**config.mk**
```make
export PLATFORM = sky130hd
export DESIGN_NAME = corr_peak_sync
export DESIGN_NICKNAME = d
export VERILOG_FILES = /design/src/rtl/dsss_pkg.sv /design/src/rtl/corr_window_max.sv /design/src/rtl/corr_peak_sync.sv
export SDC_FILE = /design/constraint.sdc
export NUM_CORES = 1
export LEC_CHECK = 0
export ABC_CLOCK_PERIOD_IN_PS = 5700
export CAP_MARGIN = 20
export CORE_ASPECT_RATIO = 1.1
export CORE_MARGIN = 3
export CORE_UTILIZATION = 40
export CTS_CLUSTER_DIAMETER = 60
export DETAILED_ROUTE_END_ITERATION = 12
export PLACE_DENSITY = 0.68
export SYNTH_ARGS = -nofsm -noshare
export SYNTH_HDL_FRONTEND = slang
export SYNTH_HIERARCHICAL = 1
export SYNTH_SLANG_ARGS = --single-unit
export TNS_END_PERCENT = 100
```
**constraint.sdc**
```tcl
create_clock -name i_clk -period 5.7 [get_ports i_clk]
set_input_delay 1.14 -clock i_clk [delete_from_list [all_inputs] [get_ports i_clk]]
set_output_delay 1.14 -clock i_clk [all_outputs]
set_load 0.03 [all_outputs]
```
**src/rtl/dsss_pkg.sv**
```systemverilog
// Shared DSSS receive-chain definitions: sequence length, correlator value
// width and mid-point, synchroniser state encoding and the deviation helper.
package dsss_pkg;

  localparam int SEQ_LEN_DEF = 31;
  localparam int CORR_W      = 8;
  localparam int CORR_MID    = SEQ_LEN_DEF;
  localparam int DEV_W       = 6;

  typedef enum logic [1:0] {
    SEARCH = 2'd0,
    VERIFY = 2'd1,
    LOCK   = 2'd2
  } sync_state_e;

  // Distance of a correlation value from the no-correlation mid point.
  function automatic logic [DEV_W-1:0] corr_dev(input logic [CORR_W-1:0] corr,
                                                input logic [CORR_W-1:0] mid);
    logic [CORR_W-1:0] diff;
    if (corr > mid) begin
      diff = corr - mid;
    end else begin
      diff = mid - corr;
    end
    return DEV_W'(diff);
  endfunction

endpackage

```
**src/rtl/corr_window_max.sv**
```systemverilog
// Running maximum of |dev| over one tracking window. Keeps the winning
// deviation, its sign and its position, plus the sign of the centre sample.
// The merged outputs already include the sample presented this cycle, so the
// parent can decide on the window-closing sample itself.
module corr_window_max
  import dsss_pkg::*;
#(
  parameter int WIN   = 1,
  parameter int IDX_W = 6
) (
  input  logic             i_clk,
  input  logic             i_rst,
  input  logic             i_smp,
  input  logic             i_first,
  input  logic [DEV_W-1:0] i_dev,
  input  logic             i_sign,
  input  logic [IDX_W-1:0] i_idx,
  output logic [DEV_W-1:0] o_dev,
  output logic             o_sign,
  output logic [IDX_W-1:0] o_idx,
  output logic             o_centre_sign
);

  localparam logic [IDX_W-1:0] CENTRE_IDX = IDX_W'(WIN);

  logic [DEV_W-1:0] r_dev;
  logic             r_sign;
  logic [IDX_W-1:0] r_idx;
  logic             r_centre_sign;
  logic             w_is_centre;
  logic             w_take;

  assign w_is_centre = (i_idx == CENTRE_IDX);

  // Current sample wins if it starts the window, is strictly larger, or ties at the centre.
  always_comb begin
    w_take = 1'b0;
    if (i_first) begin
      w_take = 1'b1;
    end else if (i_dev > r_dev) begin
      w_take = 1'b1;
    end else if ((i_dev == r_dev) && w_is_centre) begin
      w_take = 1'b1;
    end else begin
      w_take = 1'b0;
    end
  end

  // Merge the stored winner with the current sample.
  always_comb begin
    o_dev         = r_dev;
    o_sign        = r_sign;
    o_idx         = r_idx;
    o_centre_sign = r_centre_sign;
    if (w_take) begin
      o_dev  = i_dev;
      o_sign = i_sign;
      o_idx  = i_idx;
    end else begin
      o_dev  = r_dev;
      o_sign = r_sign;
      o_idx  = r_idx;
    end
    if (w_is_centre) begin
      o_centre_sign = i_sign;
    end else begin
      o_centre_sign = r_centre_sign;
    end
  end

  // Register the merged winner on every enabled in-window sample.
  always_ff @(posedge i_clk) begin
    if (i_rst) begin
      r_dev         <= '0;
      r_sign        <= 1'b0;
      r_idx         <= '0;
      r_centre_sign <= 1'b0;
    end else if (i_smp) begin
      r_dev         <= o_dev;
      r_sign        <= o_sign;
      r_idx         <= o_idx;
      r_centre_sign <= o_centre_sign;
    end else begin
      r_dev         <= r_dev;
      r_sign        <= r_sign;
      r_idx         <= r_idx;
      r_centre_sign <= r_centre_sign;
    end
  end

endmodule

```
**src/rtl/corr_peak_sync.sv**
```systemverilog
// Symbol timing acquisition and tracking behind the m-sequence correlator.
// Finds correlation peaks, verifies their spacing, then tracks the peak within
// a +/-WIN window and emits one bit per symbol with erasure and slip flags.
module corr_peak_sync
  import dsss_pkg::*;
#(
  parameter int SEQ_LEN  = SEQ_LEN_DEF,
  parameter int THR      = 21,
  parameter int WIN      = 1,
  parameter int LOCK_CNT = 3,
  parameter int MISS_MAX = 2
) (
  input  logic              i_clk,
  input  logic              i_rst,
  input  logic              i_in_en,
  input  logic [CORR_W-1:0] i_corr_in,
  output logic              o_bit_out,
  output logic              o_bit_valid,
  output logic              o_erasure,
  output logic              o_locked,
  output logic              o_slip_early,
  output logic              o_slip_late
);

  localparam int PH_W = $clog2(SEQ_LEN + WIN + 1);
  localparam int HC_W = $clog2(LOCK_CNT + 1);
  localparam int MC_W = $clog2(MISS_MAX + 1);

  localparam logic [CORR_W-1:0] CORR_MAX  = CORR_W'(2 * SEQ_LEN);
  localparam logic [CORR_W-1:0] MID_V     = CORR_W'(SEQ_LEN);
  localparam logic [DEV_W-1:0]  THR_V     = DEV_W'(THR);
  localparam logic [PH_W-1:0]   PH_START  = PH_W'(SEQ_LEN - WIN);
  localparam logic [PH_W-1:0]   PH_CLOSE  = PH_W'(SEQ_LEN + WIN);
  localparam logic [PH_W-1:0]   CENTRE    = PH_W'(WIN);
  localparam logic [PH_W-1:0]   RB_HIT    = PH_W'(2 * WIN + 1);
  localparam logic [PH_W-1:0]   RB_MISS   = PH_W'(WIN + 1);
  localparam logic [HC_W-1:0]   HIT_LOCK  = HC_W'(LOCK_CNT);
  localparam logic [MC_W-1:0]   MISS_DROP = MC_W'(MISS_MAX);

  sync_state_e       r_state, w_state_nxt;
  logic [PH_W-1:0]   r_ph, w_ph_nxt;
  logic [HC_W-1:0]   r_hit_cnt, w_hit_nxt;
  logic [MC_W-1:0]   r_miss_cnt, w_miss_nxt;
  logic              r_bit_out, w_bit_out_nxt;
  logic              r_bit_valid, w_valid_nxt;
  logic              r_erasure, w_eras_nxt;
  logic              r_locked, w_locked_nxt;
  logic              r_slip_early, w_se_nxt;
  logic              r_slip_late, w_sl_nxt;

  logic [CORR_W-1:0] w_corr;
  logic [DEV_W-1:0]  w_dev;
  logic              w_sign;
  logic              w_in_win;
  logic              w_smp;
  logic              w_first;
  logic              w_close;
  logic [PH_W-1:0]   w_idx;
  logic [DEV_W-1:0]  w_win_dev;
  logic              w_win_sign;
  logic [PH_W-1:0]   w_win_idx;
  logic              w_centre_sign;
  logic              w_hit;
  logic [PH_W-1:0]   w_rebase_hit;

  assign w_corr       = (i_corr_in > CORR_MAX) ? CORR_MAX : i_corr_in;
  assign w_dev        = corr_dev(w_corr, MID_V);
  assign w_sign       = (w_corr > MID_V);
  assign w_in_win     = (r_ph >= PH_START) && (r_ph <= PH_CLOSE);
  assign w_smp        = i_in_en && (r_state != SEARCH) && w_in_win;
  assign w_first      = (r_ph == PH_START);
  assign w_close      = w_smp && (r_ph == PH_CLOSE);
  assign w_idx        = r_ph - PH_START;
  assign w_hit        = (w_win_dev >= THR_V);
  // Winner at window index idx sits WIN-idx chips from centre; next sample is one past it.
  assign w_rebase_hit = RB_HIT - w_win_idx;

  corr_window_max #(
    .WIN   (WIN),
    .IDX_W (PH_W)
  ) u_win (
    .i_clk         (i_clk),
    .i_rst         (i_rst),
    .i_smp         (w_smp),
    .i_first       (w_first),
    .i_dev         (w_dev),
    .i_sign        (w_sign),
    .i_idx         (w_idx),
    .o_dev         (w_win_dev),
    .o_sign        (w_win_sign),
    .o_idx         (w_win_idx),
    .o_centre_sign (w_centre_sign)
  );

  // Next-state, phase, counters and output pulses for one enabled sample.
  always_comb begin
    w_state_nxt   = r_state;
    w_ph_nxt      = r_ph;
    w_hit_nxt     = r_hit_cnt;
    w_miss_nxt    = r_miss_cnt;
    w_bit_out_nxt = r_bit_out;
    w_locked_nxt  = r_locked;
    w_valid_nxt   = 1'b0;
    w_eras_nxt    = 1'b0;
    w_se_nxt      = 1'b0;
    w_sl_nxt      = 1'b0;
    if (i_in_en) begin
      case (r_state)
        SEARCH: begin
          if (w_dev >= THR_V) begin
            w_state_nxt = VERIFY;
            w_ph_nxt    = PH_W'(1);
            w_hit_nxt   = HC_W'(1);
          end else begin
            w_ph_nxt  = '0;
            w_hit_nxt = '0;
          end
        end
        VERIFY: begin
          if (w_close) begin
            if (w_hit) begin
              w_ph_nxt  = w_rebase_hit;
              w_hit_nxt = r_hit_cnt + HC_W'(1);
              if ((r_hit_cnt + HC_W'(1)) == HIT_LOCK) begin
                w_state_nxt   = LOCK;
                w_locked_nxt  = 1'b1;
                w_miss_nxt    = '0;
                w_valid_nxt   = 1'b1;
                w_bit_out_nxt = w_win_sign;
              end else begin
                w_state_nxt = VERIFY;
              end
            end else begin
              w_state_nxt = SEARCH;
              w_ph_nxt    = '0;
              w_hit_nxt   = '0;
            end
          end else begin
            w_ph_nxt = r_ph + PH_W'(1);
          end
        end
        LOCK: begin
          if (w_close) begin
            w_valid_nxt = 1'b1;
            if (w_hit) begin
              w_bit_out_nxt = w_win_sign;
              w_miss_nxt    = '0;
              w_ph_nxt      = w_rebase_hit;
              w_se_nxt      = (w_win_idx < CENTRE);
              w_sl_nxt      = (w_win_idx > CENTRE);
            end else begin
              w_bit_out_nxt = w_centre_sign;
              w_eras_nxt    = 1'b1;
              if ((r_miss_cnt + MC_W'(1)) == MISS_DROP) begin
                w_state_nxt  = SEARCH;
                w_locked_nxt = 1'b0;
                w_miss_nxt   = '0;
                w_hit_nxt    = '0;
                w_ph_nxt     = '0;
              end else begin
                w_miss_nxt = r_miss_cnt + MC_W'(1);
                w_ph_nxt   = RB_MISS;
              end
            end
          end else begin
            w_ph_nxt = r_ph + PH_W'(1);
          end
        end
        default: begin
          w_state_nxt  = SEARCH;
          w_ph_nxt     = '0;
          w_hit_nxt    = '0;
          w_miss_nxt   = '0;
          w_locked_nxt = 1'b0;
        end
      endcase
    end else begin
      w_state_nxt = r_state;
    end
  end

  // State, counters and registered outputs; pulses self-clear every edge.
  always_ff @(posedge i_clk) begin
    if (i_rst) begin
      r_state      <= SEARCH;
      r_ph         <= '0;
      r_hit_cnt    <= '0;
      r_miss_cnt   <= '0;
      r_bit_out    <= 1'b0;
      r_bit_valid  <= 1'b0;
      r_erasure    <= 1'b0;
      r_locked     <= 1'b0;
      r_slip_early <= 1'b0;
      r_slip_late  <= 1'b0;
    end else begin
      r_state      <= w_state_nxt;
      r_ph         <= w_ph_nxt;
      r_hit_cnt    <= w_hit_nxt;
      r_miss_cnt   <= w_miss_nxt;
      r_bit_out    <= w_bit_out_nxt;
      r_bit_valid  <= w_valid_nxt;
      r_erasure    <= w_eras_nxt;
      r_locked     <= w_locked_nxt;
      r_slip_early <= w_se_nxt;
      r_slip_late  <= w_sl_nxt;
    end
  end

  assign o_bit_out    = r_bit_out;
  assign o_bit_valid  = r_bit_valid;
  assign o_erasure    = r_erasure;
  assign o_locked     = r_locked;
  assign o_slip_early = r_slip_early;
  assign o_slip_late  = r_slip_late;

endmodule

```
==> flow_summary.toml, run 1 <==
[outcome]
status = "finished clean"

[detailed_routing]
drt_first_pass_iters = 6
drc = 0
via_count = 2045
routed_wl_um = 5290
drt_iter0_markers = 95
wl_per_cell_um = 13.8
avgViaCountPerCell = 5.35
detail-route-antenna-nets = 0

[global_route]
antenna_found_initial = 0
grt_pass1_vias = 2024
grt_max_degree = 42
gr-total-overflow = 0
grt_pass1_wl_um = 9110
grt_use_total = 0.163

[synth]
synth_cell_types = 57
yosys_warnings = 6
synth-seq-area-share = 0.264
synth_edf_count = 0
ys.flop_type = "dfxtp_1"
synthArstFlopShare = 0
avgSynthCellArea_um2 = 8.35
synthesis.area_mm2 = 0.00242
synth_cells = 290
synth-seq-cells = 32

[clock_network]
root_buffer = "clkbuf_8"
ctsHoldBuffers = 0
cts_setup_buffers = 0
insertion_delay_ns = 0.29
htree_levels = 2
path_clk_slew_ns = 0.07
cts_tree = "yes"
cts_buffer_depth = 2
cts_num_sinks = 32
ctsResizeCount = 0
numCtsBuffers = 5

[setup_path]
crit_type = "in2reg"
worst_ep_required_time_ns = 5.88
crit_path_frequent_cell = "ha_1"
max_stage_delay_ns = 0.60
crit_path_max_fanout = 7
crit_buf_inv = 3
critPathArrivalTime_ns = 5.02
ff2ff_setup_slack_ns = 2.03
path_cells = "clkdlybuf4s50_1 -> and4_1 -> o21ai_0 -> xnor2_1 -> nand2_1 -> ha_1 -> nand4_1 -> o221a_2 -> a21oi_2 -> buf_4 -> mux2_2 -> inv_1 -> ha_1 -> or4b_2 -> nor2b_1"
end_kind = "flip-flop"
cp_slowest_cell = "or4b_2"
worstSetupStartpointType = "input port"
crit_family = "simple AND/OR/NAND/NOR gates"

[cells_and_area]
multi_input_area_mm2 = 0.00163
nFillCells = 593
finalInstanceArea_mm2 = 0.00273
area_growth_pct = 12.8
final-seq-area_um2 = 641
drive_gt1_frac = 0.125
final_nets = 330
num_antenna_cells = 0

[floorplan]
start_util = 0.417
die_w_um = 80.2
io_pins = 17
core_mm2 = 0.00581
chipHeight_um = 87.6
dieArea_mm2 = 0.00703
num_rows = 29

[timing]
maxSlewHeadroom = 0.398
min_period_over_period = 0.850
finalMaxSlewViolations = 0
setup_viol = 0
clock-skew-final_ns = 0.00767
period_needed_ns = 4.85
tightest_slew_ns = 0.900
fmax_ghz = 0.206
tns_ns = 0
hold_violations = 0
rsz0062_at_grt = "no"

[place]
routabilityCongestion = 0.844
dpl-instance-area_mm2 = 0.00263
dp_hpwl_um = 3960
port_buffers = 16

[power_and_ir_drop]
p_sw_w = 0.000144
pwr-share-comb = 0.177
irDropWorstVdd_mv = 0.0957
powerDensity_mw_per_mm2 = 199
p_clk_frac = 0.395
leakagePower_nw = 0.984
p_sw_frac = 0.266
seqPwrFrac = 0.427
cell_internal_pwr_w = 0.000398

[worst_hold_path]
hold_class = "reg2reg"

[run]
cap_violations = 0
-- cells in the mapped netlist (all sizes together), types with 2 or more instances --
cell / count / area [um2]
o2111ai: 2 / 17.5
inv: 22 / 82.6
a21oi: 16 / 87.6
a211oi: 4 / 42.5
nand2b: 32 / 200
mux2: 14 / 158
a31oi: 3 / 18.8
a31o: 2 / 17.5
or3: 4 / 25.0
dfxtp: 32 / 641
buf: 4 / 42.5
nand2: 23 / 86.3
o211a: 3 / 30.0
nor3: 11 / 65.1
nor2: 12 / 45.0
ha: 15 / 188
clkbuf: 9 / 33.8
nand3b: 2 / 18.8
a221oi: 2 / 17.5
nand4: 4 / 25.0
o21a: 2 / 15.0
mux2i: 14 / 140
xor2: 4 / 35.0
xnor2: 5 / 43.8
a22oi: 2 / 28.8
o21ai: 11 / 58.8
nor2b: 2 / 12.5
nand3: 13 / 65.1
nor4: 3 / 33.8
-- metrics by stage --
stage	cells	utilization	hold WS (ns)	setup slack (ns)	power, W
6_report	382	0.471	0.457	0.854	0.000543
5_1_grt	382	0.471	0.486	0.571	0.000574
4_1_cts	382	0.471	0.462	0.866	0.000551
3_5_place_dp	374	0.452	0.451	0.578	0.000332
3_3_place_gp	374	0.452	0.446	0.669	0.000330
2_1_floorplan	292	-	0.440	1.41	0.000305
-- layout by cell type (no fill, tap or decap), types with 12 or more instances in the layout --
| cell type | instances |
|---|---|
| nand2_1 | 23 |
| mux2i_1 | 14 |
| inv_1 | 22 |
| nor2_1 | 12 |
| dfxtp_1 | 32 |
| nand3_1 | 13 |
| clkdlybuf4s50_1 | 16 |
| mux2_2 | 14 |
| nand2b_1 | 32 |
| ha_1 | 15 |
| a21oi_1 | 14 |
-- routing by layer --
layer | routed length [um] | GRT usage | vias to the layer above | part of all wire
li1 | - | - | 1047 | -
met1 | 2530 | 0.197 | 959 | 0.48
met2 | 2510 | 0.277 | 28 | 0.48
met3 | 119 | 0.0350 | 11 | 0.023
met4 | 130 | 0.0707 | 0 | 0.025
met5 | 0 | 0 | - | 0
-- layout make-up --
| class | instances | area share |
|---|---|---|
| inverters | 22 | 0.0302 |
| multi-input cells | 225 | 0.597 |
| clock buffers | 6 | 0.0266 |
| well taps | 77 | 0.0353 |
| flip-flops and latches | 32 | 0.234 |
| clock inverters | 2 | 0.0128 |
| repair buffers | 18 | 0.0641 |
-- cells by family after synthesis --
group / Yosys count / share of synthesized area
AO/OA/AOI/OAI: 56 / 0.170
XOR/XNOR: 9 / 0.0325
adder cells (fa/ha/maj): 15 / 0.0775
buffers and inverters: 35 / 0.0656
flip-flops: 32 / 0.264
multiplexers: 28 / 0.123
other: 1 / 0.00155
AND/OR/NAND/NOR: 114 / 0.265
-- final timing paths --
| kind | startpoint | to | depth (start not counted) |
|---|---|---|---|
| setup / recovery | i_corr_in[1] | o_slip_late | 15 |
| hold / removal | r_miss_cnt[1] | r_miss_cnt[1] | 1 |
| setup reg to reg | r_ph[2] | o_slip_late | 12 |
| hold reg to reg | r_miss_cnt[1] | r_miss_cnt[1] | 1 |
-- power by group through the flow --
stage / logic, W / registers, W / clock network, W
floorplan: 0.0000681 / 0.000237 / 0
global placement: 0.0000933 / 0.000237 / 0
detailed placement: 0.0000950 / 0.000237 / 0
CTS: 0.0000954 / 0.000232 / 0.000224
global route: 0.000107 / 0.000232 / 0.000235
finish: 0.0000961 / 0.000232 / 0.000215
-- registers in the layout, summed over array words and instances (netlist names), 2 cells and up --
register,cells
r_hit_cnt,2
r_ph,6
r_miss_cnt,2
u_win/r_dev,6
u_win/r_idx,6
r_state,2
Note: power is estimated with default switching activity, not from simulation.
==> inputs of run 2 (changes only) <==
--- a/config.mk
+++ b/config.mk
@@ -13,6 +13,7 @@
 export CTS_CLUSTER_DIAMETER = 60
 export DETAILED_ROUTE_END_ITERATION = 12
 export PLACE_DENSITY = 0.68
+export SKIP_LAST_GASP = 1
 export SYNTH_ARGS = -nofsm -noshare
 export SYNTH_HDL_FRONTEND = slang
 export SYNTH_HIERARCHICAL = 1
==> results of run 2 <==
No change in the layout: final DEF, timing and power equal those of run 1.
